`src/rtl/bbox_pkg.sv`:
```
// Shared types and constants for the bounding-box pipeline (accumulator and overlay).
package bbox_pkg;

  localparam int unsigned IMG_WIDTH_DEF  = 640;
  localparam int unsigned IMG_HEIGHT_DEF = 480;

  localparam int unsigned COORD_W  = 10;
  localparam int unsigned RGB565_W = 16;

  typedef logic [COORD_W-1:0]  coord_t;
  typedef logic [RGB565_W-1:0] rgb565_t;

  localparam rgb565_t COLOR_RED   = 16'hF800;
  localparam rgb565_t COLOR_GREEN = 16'h07E0;

  // Pattern the accumulator emits for a frame with no detected pixels (min > max).
  localparam coord_t EMPTY_X_MIN = coord_t'(IMG_WIDTH_DEF);
  localparam coord_t EMPTY_X_MAX = '0;
  localparam coord_t EMPTY_Y_MIN = coord_t'(IMG_HEIGHT_DEF);
  localparam coord_t EMPTY_Y_MAX = '0;

  typedef struct packed {
    coord_t x_min;
    coord_t x_max;
    coord_t y_min;
    coord_t y_max;
  } box_t;

  typedef enum logic [1:0] {
    StIdle  = 2'd0,
    StArmed = 2'd1,
    StPass  = 2'd2
  } ov_state_e;

  // A box is usable only when both axes are non-inverted.
  function automatic logic box_valid(input box_t b);
    return (b.x_min <= b.x_max) && (b.y_min <= b.y_max);
  endfunction

endpackage

```
`src/rtl/pixel_coord_counter.sv`:
```
// Raster x/y position of the incoming pixel; both counters clear during vsync.
module pixel_coord_counter
  import bbox_pkg::*;
#(
  parameter int unsigned IMG_WIDTH  = IMG_WIDTH_DEF,
  parameter int unsigned IMG_HEIGHT = IMG_HEIGHT_DEF
) (
  input  logic   clk,
  input  logic   rst_n,
  input  logic   i_vsync,
  input  logic   i_href,
  input  logic   i_pix_valid,
  output coord_t o_x,
  output coord_t o_y
);

  coord_t r_x, r_y;
  coord_t w_x_d, w_y_d;

  // Next position: vsync clear has priority over pixel advance.
  always_comb begin
    w_x_d = r_x;
    w_y_d = r_y;
    if (i_vsync) begin
      w_x_d = '0;
      w_y_d = '0;
    end else if (i_href && i_pix_valid) begin
      if (r_x == coord_t'(IMG_WIDTH - 1)) begin
        w_x_d = '0;
        w_y_d = (r_y == coord_t'(IMG_HEIGHT - 1)) ? '0 : r_y + coord_t'(1);
      end else begin
        w_x_d = r_x + coord_t'(1);
      end
    end
  end

  // Position registers.
  always_ff @(posedge clk or negedge rst_n) begin
    if (!rst_n) begin
      r_x <= '0;
      r_y <= '0;
    end else begin
      r_x <= w_x_d;
      r_y <= w_y_d;
    end
  end

  assign o_x = r_x;
  assign o_y = r_y;

endmodule

```
`src/rtl/bbox_overlay.sv`:
```
// Burns the previous frame's bounding box outline into the RGB565 stream with a fixed
// 1-cycle latency. Optional crosshair through the box centre: define BBOX_CROSSHAIR_EN.
module bbox_overlay
  import bbox_pkg::*;
#(
  parameter int unsigned IMG_WIDTH   = IMG_WIDTH_DEF,
  parameter int unsigned IMG_HEIGHT  = IMG_HEIGHT_DEF,
  parameter int unsigned LINE_W      = 2,
  parameter logic [15:0] BOX_COLOR   = COLOR_RED,
  parameter logic [15:0] CROSS_COLOR = COLOR_GREEN
) (
  input  logic        clk,
  input  logic        rst_n,
  input  logic        vsync_i,
  input  logic        href_i,
  input  logic        pix_valid_i,
  input  logic [15:0] pix_data_i,
  input  logic [9:0]  x_min_i,
  input  logic [9:0]  x_max_i,
  input  logic [9:0]  y_min_i,
  input  logic [9:0]  y_max_i,
  output logic        vsync_o,
  output logic        href_o,
  output logic        pix_valid_o,
  output logic [15:0] pix_data_o,
  output logic        box_active_o
);

  // Elaboration-time parameter sanity.
  if (LINE_W < 1 || LINE_W > 8) begin : g_bad_line_w
    $error("bbox_overlay: LINE_W must be 1..8");
  end
  if (CROSS_COLOR == BOX_COLOR) begin : g_bad_colors
    $error("bbox_overlay: CROSS_COLOR must differ from BOX_COLOR");
  end

  localparam logic [10:0] LW11 = 11'(LINE_W);

  logic      r_vsync_d, r_href, r_valid;
  logic [15:0] r_pix;
  box_t      r_box;
  ov_state_e r_state, w_state_d;

  coord_t    w_x, w_y;
  box_t      w_box_in;
  logic      w_latch, w_box_ok, w_overlay_en, w_strobe;
  logic      w_inside, w_edge, w_hit;
  logic [10:0] w_x11, w_y11, w_xmin11, w_xmax11, w_ymin11, w_ymax11;
  logic [15:0] w_pix_d;

  pixel_coord_counter #(
    .IMG_WIDTH  (IMG_WIDTH),
    .IMG_HEIGHT (IMG_HEIGHT)
  ) u_coord (
    .clk         (clk),
    .rst_n       (rst_n),
    .i_vsync     (vsync_i),
    .i_href      (href_i),
    .i_pix_valid (pix_valid_i),
    .o_x         (w_x),
    .o_y         (w_y)
  );

  assign w_box_in = '{x_min: x_min_i, x_max: x_max_i, y_min: y_min_i, y_max: y_max_i};
  assign w_box_ok = box_valid(w_box_in);
  // Upstream settles during vsync; its falling edge marks the start of the new frame.
  assign w_latch  = r_vsync_d && !vsync_i;

  // Shadow box, held for the whole frame.
  always_ff @(posedge clk or negedge rst_n) begin
    if (!rst_n) begin
      r_box <= '0;
    end else if (w_latch) begin
      r_box <= w_box_in;
    end
  end

  // FSM state register.
  always_ff @(posedge clk or negedge rst_n) begin
    if (!rst_n) begin
      r_state <= StIdle;
    end else begin
      r_state <= w_state_d;
    end
  end

  // FSM next state: every state re-decides only at a vsync falling edge.
  always_comb begin
    w_state_d = r_state;
    if (w_latch) begin
      w_state_d = w_box_ok ? StArmed : StPass;
    end
  end

  // FSM outputs.
  always_comb begin
    w_overlay_en = 1'b0;
    unique case (r_state)
      StArmed: w_overlay_en = 1'b1;
      StIdle,
      StPass:  w_overlay_en = 1'b0;
      default: w_overlay_en = 1'b0;
    endcase
  end

  assign box_active_o = w_overlay_en;

  // 11-bit arithmetic so min+LINE_W and x+LINE_W never wrap.
  assign w_x11    = {1'b0, w_x};
  assign w_y11    = {1'b0, w_y};
  assign w_xmin11 = {1'b0, r_box.x_min};
  assign w_xmax11 = {1'b0, r_box.x_max};
  assign w_ymin11 = {1'b0, r_box.y_min};
  assign w_ymax11 = {1'b0, r_box.y_max};

  assign w_inside = (w_x11 >= w_xmin11) && (w_x11 <= w_xmax11) &&
                    (w_y11 >= w_ymin11) && (w_y11 <= w_ymax11);
  // Thin boxes satisfy an edge term everywhere and come out solid.
  assign w_edge   = (w_x11 < w_xmin11 + LW11) || (w_x11 + LW11 > w_xmax11) ||
                    (w_y11 < w_ymin11 + LW11) || (w_y11 + LW11 > w_ymax11);
  assign w_hit    = w_inside && w_edge;
  // vsync wins over href: no overlay while blanking.
  assign w_strobe = href_i && pix_valid_i && !vsync_i;

`ifdef BBOX_CROSSHAIR_EN
  logic [10:0] r_cx, r_cy;
  logic        w_cross;

  // Box centre, taken together with the shadow box.
  always_ff @(posedge clk or negedge rst_n) begin
    if (!rst_n) begin
      r_cx <= '0;
      r_cy <= '0;
    end else if (w_latch) begin
      r_cx <= ({1'b0, x_min_i} + {1'b0, x_max_i}) >> 1;
      r_cy <= ({1'b0, y_min_i} + {1'b0, y_max_i}) >> 1;
    end
  end

  assign w_cross = w_inside && ((w_x11 == r_cx) || (w_y11 == r_cy));

  // Pixel select: border over crosshair over input.
  always_comb begin
    w_pix_d = pix_data_i;
    if (w_overlay_en && w_strobe) begin
      if (w_hit) begin
        w_pix_d = BOX_COLOR;
      end else if (w_cross) begin
        w_pix_d = CROSS_COLOR;
      end
    end
  end
`else
  // Pixel select: border or input.
  always_comb begin
    w_pix_d = pix_data_i;
    if (w_overlay_en && w_strobe && w_hit) begin
      w_pix_d = BOX_COLOR;
    end
  end
`endif

  // Output stage: data and timing share the same single register delay.
  always_ff @(posedge clk or negedge rst_n) begin
    if (!rst_n) begin
      r_vsync_d <= 1'b0;
      r_href    <= 1'b0;
      r_valid   <= 1'b0;
      r_pix     <= '0;
    end else begin
      r_vsync_d <= vsync_i;
      r_href    <= href_i;
      r_valid   <= pix_valid_i;
      r_pix     <= w_pix_d;
    end
  end

  assign vsync_o     = r_vsync_d;
  assign href_o      = r_href;
  assign pix_valid_o = r_valid;
  assign pix_data_o  = r_pix;

endmodule
```
`config.mk`:
```
export PLATFORM = sky130hd
export DESIGN_NAME = bbox_overlay
export DESIGN_NICKNAME = d
export VERILOG_FILES = /design/src/rtl/bbox_pkg.sv /design/src/rtl/pixel_coord_counter.sv /design/src/rtl/bbox_overlay.sv
export SDC_FILE = /design/constraint.sdc
export NUM_CORES = 1
export LEC_CHECK = 0
export CORE_ASPECT_RATIO = 0.8
export CORE_MARGIN = 2
export CORE_UTILIZATION = 35
export CTS_BUF_LIST = sky130_fd_sc_hd__clkbuf_4 sky130_fd_sc_hd__clkbuf_8
export DETAILED_ROUTE_END_ITERATION = 12
export SLEW_MARGIN = 15
export SYNTH_ARGS = -nofsm -noshare
export SYNTH_HDL_FRONTEND = slang
export SYNTH_SLANG_ARGS = --single-unit
```
`constraint.sdc`:
```
create_clock -name clk -period 6.6 [get_ports clk]
set_input_delay 1.32 -clock clk [delete_from_list [all_inputs] [get_ports clk]]
set_output_delay 1.32 -clock clk [all_outputs]
set_load 0.02 [all_outputs]
```
---- Word level (Yosys, flattened, before mapping) ----
Cells that the tools add are included.
word-level totals
  logic and storage cells ................. 57
  output and inout port bits .............. 20
  flip-flop bits (word level) ............. 81
  input port bits ......................... 61
cells by class
  order comparisons ....................... 10
  reduce and logical (&&, ||, !) cells .... 17
  multiplexer cells ....................... 10
  eq/ne operators ......................... 3
  add/subtract/negate cells ............... 6
operators by type and width
  cell                                                   count
  2-to-1 mux 10 bit                                      7
  adder 10 x 2 -> 11 bit (second input constant)         4
  less-or-equal comparator 10 bit                        4
  greater-than comparator 11 x 10 -> 1 bit               2
  less-than comparator 10 x 11 -> 1 bit                  2
  adder 10 x 1 -> 10 bit (second input constant)         2
  greater-or-equal comparator 10 bit                     2
  2-to-1 mux 16 bit                                      1
  equality test 10 bit (second input constant)           1
  equality test 10 x 9 -> 1 bit (second input constant)  1
  logical AND 1 bit                                      10
  nonzero test 2 bit                                     2
  logical OR 1 bit                                       3
  equality test 2 x 1 -> 1 bit (second input constant)   1
  2-to-1 mux 2 bit                                       1
  AND reduction 2 bit                                    1
  zero test 1 bit                                        1
  2-to-1 mux 1 bit                                       1

---- Depth between registers and ports, before layout ----
Gate-level depths: netlist of the first run.
  depth after elaboration ................. 8
  depth in mapped cells ................... 13
  depth with buffers taken out ............ 12

---- By module ----
From an unflattened synthesis of the first run, not the netlist that was laid out.
unflattened totals
  cells, all modules ...................... 701
  area total of the unflattened synthesis .. 6,258.5 µm²
modules (own cells, without submodules)
  module               seq. area each (µm²)  cells each  times used  area an instance (µm²)
  bbox_overlay         1,526.5               579         1           5,099.9
  pixel_coord_counter  500.5                 122         1           1,158.6

---- Worst setup path before layout of the first run ----
OpenSTA, ideal clock, no wires.
  path type ............................... reg-to-reg
  start point ............................. reg u_coord.r_x[1] (netlist: u_coord.o_x[1])
  end point ............................... reg r_pix[10] (netlist: pix_data_o[10])
  period minus slack after synthesis ...... 3.080 ns
  slack ................................... 3.520 ns
  arrival ................................. 2.996 ns
  library setup time ...................... 0.084 ns
  required time ........................... 6.516 ns
  path buffers ............................ 1
  cell stages (with the launch flop) ...... 14
  cell sequence ........................... dfrtp_1 -> ha_1 -> and3_1 -> and3_1 -> and3_1 -> xor2_1 -> ha_1 -> a211oi_1 -> nand2_1 -> o311ai_1 -> o311a_1 -> o211ai_2 -> clkbuf_1 -> a21boi_0
between the ends
  cells in the longest elaborated chain, start to end .. 8
  elaborated cells between the ends (all ways) .. 14
  those cells by class .................... add/sub: 1; order compare: 4; mux: 1; reduce/logical: 8
ends and longest elaborated chain
  what                                      RTL line                   source
  start: declaration                        pixel_coord_counter.sv:17  coord_t r_x, r_y;
  start signal: assignment                  pixel_coord_counter.sv:43  r_x <= w_x_d;
  adder 10 x 2 -> 11 bit                    bbox_overlay.sv:119        assign w_edge = (w_x11 < w_xmin11 + LW11) || (w_x11 + LW11 > w_xmax11) ||
  greater-than comparator 11 x 10 -> 1 bit  bbox_overlay.sv:119
  logical OR 1 bit (2 in series)            bbox_overlay.sv:119
  logical OR 1 bit                          bbox_overlay.sv:120        (w_y11 < w_ymin11 + LW11) || (w_y11 + LW11 > w_ymax11);
  logical AND 1 bit *                       bbox_overlay.sv:121        assign w_hit = w_inside && w_edge;
  logical AND 1 bit *                       bbox_overlay.sv:157        if (w_overlay_en && w_strobe && w_hit) begin
  2-to-1 mux 16 bit *                       bbox_overlay.sv:157
  via w_pix_d[10]                           bbox_overlay.sv:49         logic [15:0] w_pix_d;
  end signal: assignment                    bbox_overlay.sv:174        r_pix <= w_pix_d;
  end: declaration                          bbox_overlay.sv:40         logic [15:0] r_pix;
Mark *: on every way through the listed nets, which the timed path passes. The rest lies on a longest branch.
A chain may end at the register's enable or synchronous reset.

---- Worst setup path in the final report of the first run ----
  start point ............................. reg u_coord.r_x[1] (netlist: u_coord.o_x[1])
  end point ............................... reg r_pix[15] (netlist: pix_data_o[15])
Same word-level chain as after synthesis.

==> impl_summary.txt, run 1 <==
----------------------------------------------------
[Clock tree]
  Clock insertion delay at the later pin of the skew report ... 0.37 ns
  H-Tree Depth ... 3
  CTS clk-pin slew, worst paths ... 0.08 ns
  Post-cts resize count ... 0
  Clock sinks ... 81
  Count of hold-fix buffers inserted at cts ... 0
  Deepest clock path buffer count ... 2
  Setup bufs post-CTS ... 0
  Clock tree from TritonCTS ... done
  Clk Tree Root Cell ... clkbuf_8
  Number of buffers created by CTS ... 9

[Cells and area]
  Total of fill cells in the finished design ... 1,625
  Fraction of layout cells with a size suffix above 1 ... 4.918%
  N_diodes ... 0
  Flip-flop and latch area ... 0.002027 mm2
  Multi-input logic area ... 0.003626 mm2
  Number of cells in the finished layout apart from fillers ... 952
  Layout Utilization ... 43.23%
  Fin nets ... 891
  Layout overhead on the synthesized area ... 20.55%

[Floorplan]
  Num ports ... 81
  Count of standard-cell rows ... 42
  Area of the placeable core ... 0.01661 mm2
  Die area ... 0.01808 mm2
  Chip height ... 120.7 um
  Effective utilization at floorplan ... 35.86%
  Die span in x ... 149.8 um

[Detailed routing]
  Residual DRC ... 0
  WL final ... 15,600 um
  Drt wl/cell ... 16.38 um
  Count of vias placed by the detailed router ... 4,976
  Number of nets with antenna violations after detailed routing ... 0
  1st-pass router iterations ... 5
  Per-cell via count in the routed design ... 5.227
  Starting DRT DRC Count ... 337

[STA]
  Slew Viols, Final ... 0
  Maximum clock frequency ... 286.4 MHz
  Worst Hold Margin ... 0.5134 ns
  Hold violation total from the final report ... 0
  Worst Clk Skew ... 0.01277 ns
  Final min period ... 3.491 ns
  Part of the cycle the worst path needs ... 52.90%
  Transition time of the tightest slew-check pin ... 0.8020 ns
  Slew HR ... 46.31%
  Final setup violation count ... 0
  Setup repair after global routing missed its margin ... no
  Final setup TNS ... 0 ns

[Yosys]
  Synthesized instance count ... 651
  FF+latch count, synth ... 81
  Main area contributors after synthesis ... dfrtp_1 (34%), ha_1 (21%), o21ai_0 (5.2%)
  Leading cell type by number of instances after synthesis ... ha_1
  Library cell occupying the most area in the post-synthesis netlist ... dfrtp_1
  Netlist area before placement ... 0.005956 mm2
  Number of enable flip-flop cells after synthesis ... 0
  Most frequently used flop master after synthesis ... dfrtp_1
  Portion of the post-synthesis area used by sequential elements ... 34.03%
  Yosys warnings ... 0
  Count of cell types in the netlist ... 55
  Synthesized area per cell ... 9.149 um2
  Top post-synthesis cells by count ... ha_1 (102), dfrtp_1 (81), nand2_1 (69)
  Syn_nets ... 814
  Area fraction of the dominant cell type after synthesis ... 34.03%
  Asr flop ratio synth ... 100.0%

[Critical path]
  Data required time at the worst endpoint ... 6.86 ns
  Top cell by count, worst path ... and3_1
  Critical path endpoint category ... flip-flop
  Maximum single-stage delay on the critical path ... 0.52 ns
  Critical path class ... flip-flop to flip-flop
  Data arrival at the endpoint of the critical path ... 3.75 ns
  Worst-path maximum fanout ... 16
  Setup slack, reg-to-reg ... 3.11 ns
  Worst setup SP type ... flip-flop
  Bufs and invs on worst path ... 0
  CP top delay family ... compound AO/OA/AOI/OAI gates
  Cells traversed along the worst timing path ... ha_1, and3_1, and3_1, and3_1, xor2_1, ha_1, a211oi_1, nand2_1, o311ai_1, o311a_1, o211ai_2, a21o_1
  Slowest cell on the critical path ... dfrtp_1

[Power and ir drop]
  Leakage ... 0.003377 uW
  Flop pwr share ... 44.7%
  Part of the power in combinational logic ... 26.5%
  Power per standard cell area ... 179.1 mW/mm2
  Cell internal pwr ... 875.0 uW
  Total power of the final layout ... 1286 uW
  Share of total power consumed by net switching ... 31.96%
  Net switching power figure ... 411.0 uW
  Worst ir drop on vdd ... 0.1091 mV
  Clock power frac ... 28.8%

[Global route]
  Final global-route overflow total ... 0
  Number of global-route vias before repair ... 4,986
  Maximum number of pins on one net before global-route repair ... 81
  Initial antenna violation count ... 0
  Gr usage total ... 18.12%
  Wire length of the first global-routing pass ... 25,790 um

[Run status]
  Outcome ... completed

[Placed design]
  Post-placement cell count ... 937
  Detailed Place HPWL ... 12,320 um
  Number of I/O port buffers ... 80
  Final weighted congestion in routability-driven placement ... 0.8626

[Run]
  Max-capacitance violation count ... 0

[Min path]
  Type of the tightest min-delay check ... flip-flop to flip-flop

----------------------------------------------------
## final timing paths
kind / endpoint / startpoint / cells past startpoint
worst max-delay path: pix_data_o[15]$_DFF_PN0_ / u_coord.o_x[1]$_DFFE_PN0P_ / 12
worst max register to register: pix_data_o[15]$_DFF_PN0_ / u_coord.o_x[1]$_DFFE_PN0P_ / 12
max in group asynchronous: r_box[1]$_DFFE_PN0P_ / rst_n / 2
min in group asynchronous: u_coord.o_x[2]$_DFFE_PN0P_ / rst_n / 1
worst min register to register: r_state[1]$_DFFE_PN0P_ / r_state[1]$_DFFE_PN0P_ / 1
worst min-delay path: r_state[1]$_DFFE_PN0P_ / r_state[1]$_DFFE_PN0P_ / 1
## cells in the final DEF (no fill, tap or decap), drive strengths merged, types with 10 or more instances in the layout
master         instances
ha                   102
nor2                  17
dfrtp                 81
xnor2                 23
a21o                  11
o21a                  10
nand4                 21
nand3                 20
nor3                  11
clkdlybuf4s50         79
o21ai                 62
nand2                 69
clkbuf                10
a21oi                 29
and3                  11
inv                   65
a21boi                11
xor2                  14
## cell type report
| type | count | share of cell area, % |
|---|---|---|
| multi-input cells | 489 | 50.51 |
| flip-flops and latches | 81 | 28.23 |
| repair buffers | 82 | 11.33 |
| well taps | 220 | 3.834 |
| inverters | 65 | 3.398 |
| clock buffers | 10 | 1.917 |
| clock inverters | 5 | 0.7842 |
## registers in the layout, indices dropped and copies added (netlist names)
| name | flops |
|---|---|
| pix_valid_o | 1 |
| vsync_o | 1 |
| href_o | 1 |
| u_coord.o_y | 10 |
| pix_data_o | 16 |
| u_coord.o_x | 10 |
| r_state | 2 |
| r_box | 40 |
## cells by family after synthesis
group | synth area share (%)
compound gates | 17.00
buf+inv | 5.210
flops | 34.03
mux | 0.7562
simple gates | 16.13
fa+ha+maj | 21.43
xor+xnor | 5.441
## power by group through the flow
stage | clock (uW) | combinational [uW] | sequential [uW]
after floorplan | 0 | 204 | 579
after global placement | 0 | 329 | 583
after detailed placement | 0 | 342 | 583
after CTS | 385 | 344 | 575
after global routing | 410 | 389 | 581
final | 371 | 341 | 575
## per-layer routing
layer  vias to the layer above  part of all wire, %  routed length (um)  global-route usage [%]
li1                       2462                    -                   -                       -
met1                      2339                   53                8230                   27.96
met2                       158                   38                5960                   24.66
met3                        17                  7.6                1185                   4.943
met4                         0                  1.4                 218                   4.304
met5                         -                    0                   0                       0
## per-stage QoR
stage	worst slack, ns	instance area (um2)
2_1_floorplan	3.520	5956
3_3_place_gp	2.904	6985
3_5_place_dp	2.865	6985
4_1_cts	3.087	7179
5_1_grt	2.790	7179
6_report	3.109	7179
Power figures use the tool's default switching activity.
==> run 2, diff against run 1 <==
Clock period 6.6 ns to 3.2 ns, I/O delays scaled along.
==> impl_summary.txt, run 2 (same netlist as run 1, synthesis figures left out) <==
----------------------------------------------------
[STA]
  Setup slack after layout ... 0.1324 ns (was 3.109 ns)
  Hold violation total from the final report ... 0 (unchanged)
  Part of the cycle the worst path needs ... 95.86% (was 52.90%)
  Maximum clock frequency ... 326.0 MHz (was 286.4 MHz)
  Final setup TNS ... 0 ns (unchanged)
  Final setup violation count ... 0 (unchanged)
  Transition time of the tightest slew-check pin ... 0.7582 ns (was 0.8020 ns)
  Final min period ... 3.068 ns (was 3.491 ns)
  Worst Clk Skew ... 0.01056 ns (was 0.01277 ns)
  Slew HR ... 49.46% (was 46.31%)
  Slew Viols, Final ... 0 (unchanged)

[Clock tree]
  Clock tree from TritonCTS ... done (unchanged)
  Count of hold-fix buffers inserted at cts ... 0 (unchanged)
  Clock insertion delay at the later pin of the skew report ... 0.38 ns (was 0.37 ns)
  CTS clk-pin slew, worst paths ... 0.09 ns (was 0.08 ns)
  Number of buffers created by CTS ... 9 (unchanged)
  Clock sinks ... 81 (unchanged)
  Deepest clock path buffer count ... 2 (unchanged)
  Clk Tree Root Cell ... clkbuf_8 (unchanged)
  H-Tree Depth ... 3 (unchanged)

[Placed design]
  Final weighted congestion in routability-driven placement ... 0.8764 (was 0.8626)
  Detailed Place HPWL ... 11,980 um (was 12,320 um)
  Worst slack after detailed placement ... -0.07370 ns (was 2.865 ns)
  Number of I/O port buffers ... 80 (unchanged)

[Critical path]
  Critical path endpoint category ... flip-flop (unchanged)
  Critical path origin ... u_coord.o_x[2]$_DFFE_PN0P_ (was u_coord.o_x[1]$_DFFE_PN0P_)
  Worst reg2reg path depth ... 13 (was 12)
  Crit Reg-Reg Startpoint ... u_coord.o_x[2]$_DFFE_PN0P_ (was u_coord.o_x[1]$_DFFE_PN0P_)
  Cells traversed along the worst timing path ... ha_2, and3_4, and3_1, and3_1, xor2_2, ha_4, a211oi_1, nand2_1, o311ai_2, o311a_1, buf_6, o211ai_4, a21o_1 (was ha_1, and3_1, and3_1, and3_1, xor2_1, ha_1, a211oi_1, nand2_1, o311ai_1, o311a_1, o211ai_2, a21o_1)
  Top cell by count, worst path ... and3_1 (unchanged)
  End point of the critical path ... pix_data_o[11]$_DFF_PN0_ (was pix_data_o[15]$_DFF_PN0_)
  Data required time at the worst endpoint ... 3.48 ns (was 6.86 ns)
  Bufs and invs on worst path ... 1 (was 0)
  Maximum single-stage delay on the critical path ... 0.36 ns (was 0.52 ns)
  Levels on crit path ... 13 (was 12)
  Setup slack, reg-to-reg ... 0.13 ns (was 3.11 ns)
  End of the worst register-to-register path ... pix_data_o[11]$_DFF_PN0_ (was pix_data_o[15]$_DFF_PN0_)
  Worst-path maximum fanout ... 8 (was 16)
  Critical path class ... flip-flop to flip-flop (unchanged)
  Data arrival at the endpoint of the critical path ... 3.35 ns (was 3.75 ns)
  CP top delay family ... compound AO/OA/AOI/OAI gates (unchanged)
  Slowest cell on the critical path ... dfrtp_1 (unchanged)
  Worst setup SP type ... flip-flop (unchanged)

[Run status]
  Outcome ... completed (unchanged)

[Floorplan]
  Die area ... 0.01808 mm2 (unchanged)
  Area of the placeable core ... 0.01661 mm2 (unchanged)
  Num ports ... 81 (unchanged)
  Effective utilization at floorplan ... 35.86% (unchanged)
  Die span in x ... 149.8 um (unchanged)
  Chip height ... 120.7 um (unchanged)
  Count of standard-cell rows ... 42 (unchanged)

[Cells and area]
  Layout overhead on the synthesized area ... 23.68% (was 20.55%)
  Leading cell types in the layout, fill and taps excluded ... ha_1 (100), dfrtp_1 (81), clkdlybuf4s50_1 (79) (was ha_1 (102), dfrtp_1 (81), clkdlybuf4s50_1 (79))
  Multi-input logic area ... 0.003697 mm2 (was 0.003626 mm2)
  Total of fill cells in the finished design ... 1,633 (was 1,625)
  Flip-flop and latch area ... 0.002027 mm2 (unchanged)
  Fraction of layout cells with a size suffix above 1 ... 7.631% (was 4.918%)
  N_diodes ... 0 (unchanged)
  Flip-flop count of the largest register after layout ... 40 (unchanged)
  Fin nets ... 905 (was 891)
  Leading cell type in the layout, fill and taps excluded ... ha_1 (unchanged)
  Most flops, register ... r_box (unchanged)

[Detailed routing]
  WL final ... 15,720 um (was 15,600 um)
  Number of nets with antenna violations after detailed routing ... 0 (unchanged)
  Drt wl/cell ... 16.26 um (was 16.38 um)
  1st-pass router iterations ... 5 (unchanged)
  Residual DRC ... 0 (unchanged)
  Starting DRT DRC Count ... 344 (was 337)
  Count of vias placed by the detailed router ... 5,022 (was 4,976)
  Per-cell via count in the routed design ... 5.193 (was 5.227)

[Run]
  Max-capacitance violation count ... 0 (unchanged)

[Global route]
  Wire length of the first global-routing pass ... 25,540 um (was 25,790 um)
  Final global-route overflow total ... 0 (unchanged)
  Maximum number of pins on one net before global-route repair ... 82 (was 81)
  Number of global-route vias before repair ... 5,075 (was 4,986)
  Initial antenna violation count ... 0 (unchanged)
  Gr usage total ... 17.99% (was 18.12%)

[Power and ir drop]
  Worst ir drop on vdd ... 0.2183 mV (was 0.1091 mV)
  Power per standard cell area ... 366.7 mW/mm2 (was 179.1 mW/mm2)
  Leakage ... 0.003440 uW (was 0.003377 uW)

[Min path]
  Type of the tightest min-delay check ... input pin to asynchronous set/reset pin (was flip-flop to flip-flop)

----------------------------------------------------
[run 2: cell types whose count changed in the layout (fill, tap and decap cells not counted), sizes merged]
cell	previous run	this run
inv	65	66
buf	3	16
clkinvlp	1	3
o211ai	3	4
clkinv	3	1
[run 2: timing repair]
item,4_1_cts,5_1_grt
cloned,0,1
resized for setup,1,9
buffers inserted,0,2
pin swaps,0,1
endpoints found under the setup margin,16,16
[run 2: how the worst min path moves through the flow]
stage | startpoint | to | slack (ns)
2_1_floorplan | rst_n | href_o$_DFF_PN0_ | 0.34
3_3_place_gp | r_state[1]$_DFFE_PN0P_ | r_state[1]$_DFFE_PN0P_ | 0.49
3_5_place_dp | r_state[1]$_DFFE_PN0P_ | r_state[1]$_DFFE_PN0P_ | 0.51
4_1_cts | rst_n | pix_data_o[6]$_DFF_PN0_ | 0.48
5_1_grt | rst_n | pix_data_o[6]$_DFF_PN0_ | 0.35
6_report | rst_n | pix_data_o[6]$_DFF_PN0_ | 0.30
[run 2: final cells by class]
type | instances | share of cell area (%)
clock buffers | 10 | 1.869
clock inverters | 6 | 0.9003
inverters | 65 | 3.312
multi-input cells | 490 | 50.20
flip-flops and latches | 81 | 27.52
well taps | 220 | 3.737
repair buffers | 95 | 12.47
[run 2: where the power goes]
group | switching (uW) | internal [uW] | total (uW) | leakage, uW
clock network | 412 | 383 | 795 | 0.0000949
registers | 69.0 | 1110 | 1180 | 0.00101
logic | 399 | 326 | 725 | 0.00233
[run 2: per-layer routing]
layer	share of wire, %	track usage, %	up-vias
li1	-	-	2495
met1	52	27.21	2367
met2	39	25.03	145
met3	7.3	5.019	15
met4	1.1	4.363	0
met5	0	0	-
[run 2: per-stage QoR]
step,instance area (um2),hold WS (ns),instances,utilization [%],power (uW)
finish,7366,0.3014,967,44.36,2701
global route,7366,0.3497,967,44.36,2885
CTS,7281,0.4779,964,43.84,2714
detailed placement,7068,0.5097,948,42.56,1910
global placement,7068,0.4902,948,42.56,1883
floorplan,5956,0.3444,651,-,1615
[run 2: worst register-to-register path, delay by kind of cell, from the launching register on]
kind            cells  cell delay [ns]
simple gates        4             0.71
compound gates      5             1.11
buf+inv             1             0.14
fa+ha+maj           2             0.45
flops               1             0.36
xor+xnor            1             0.21
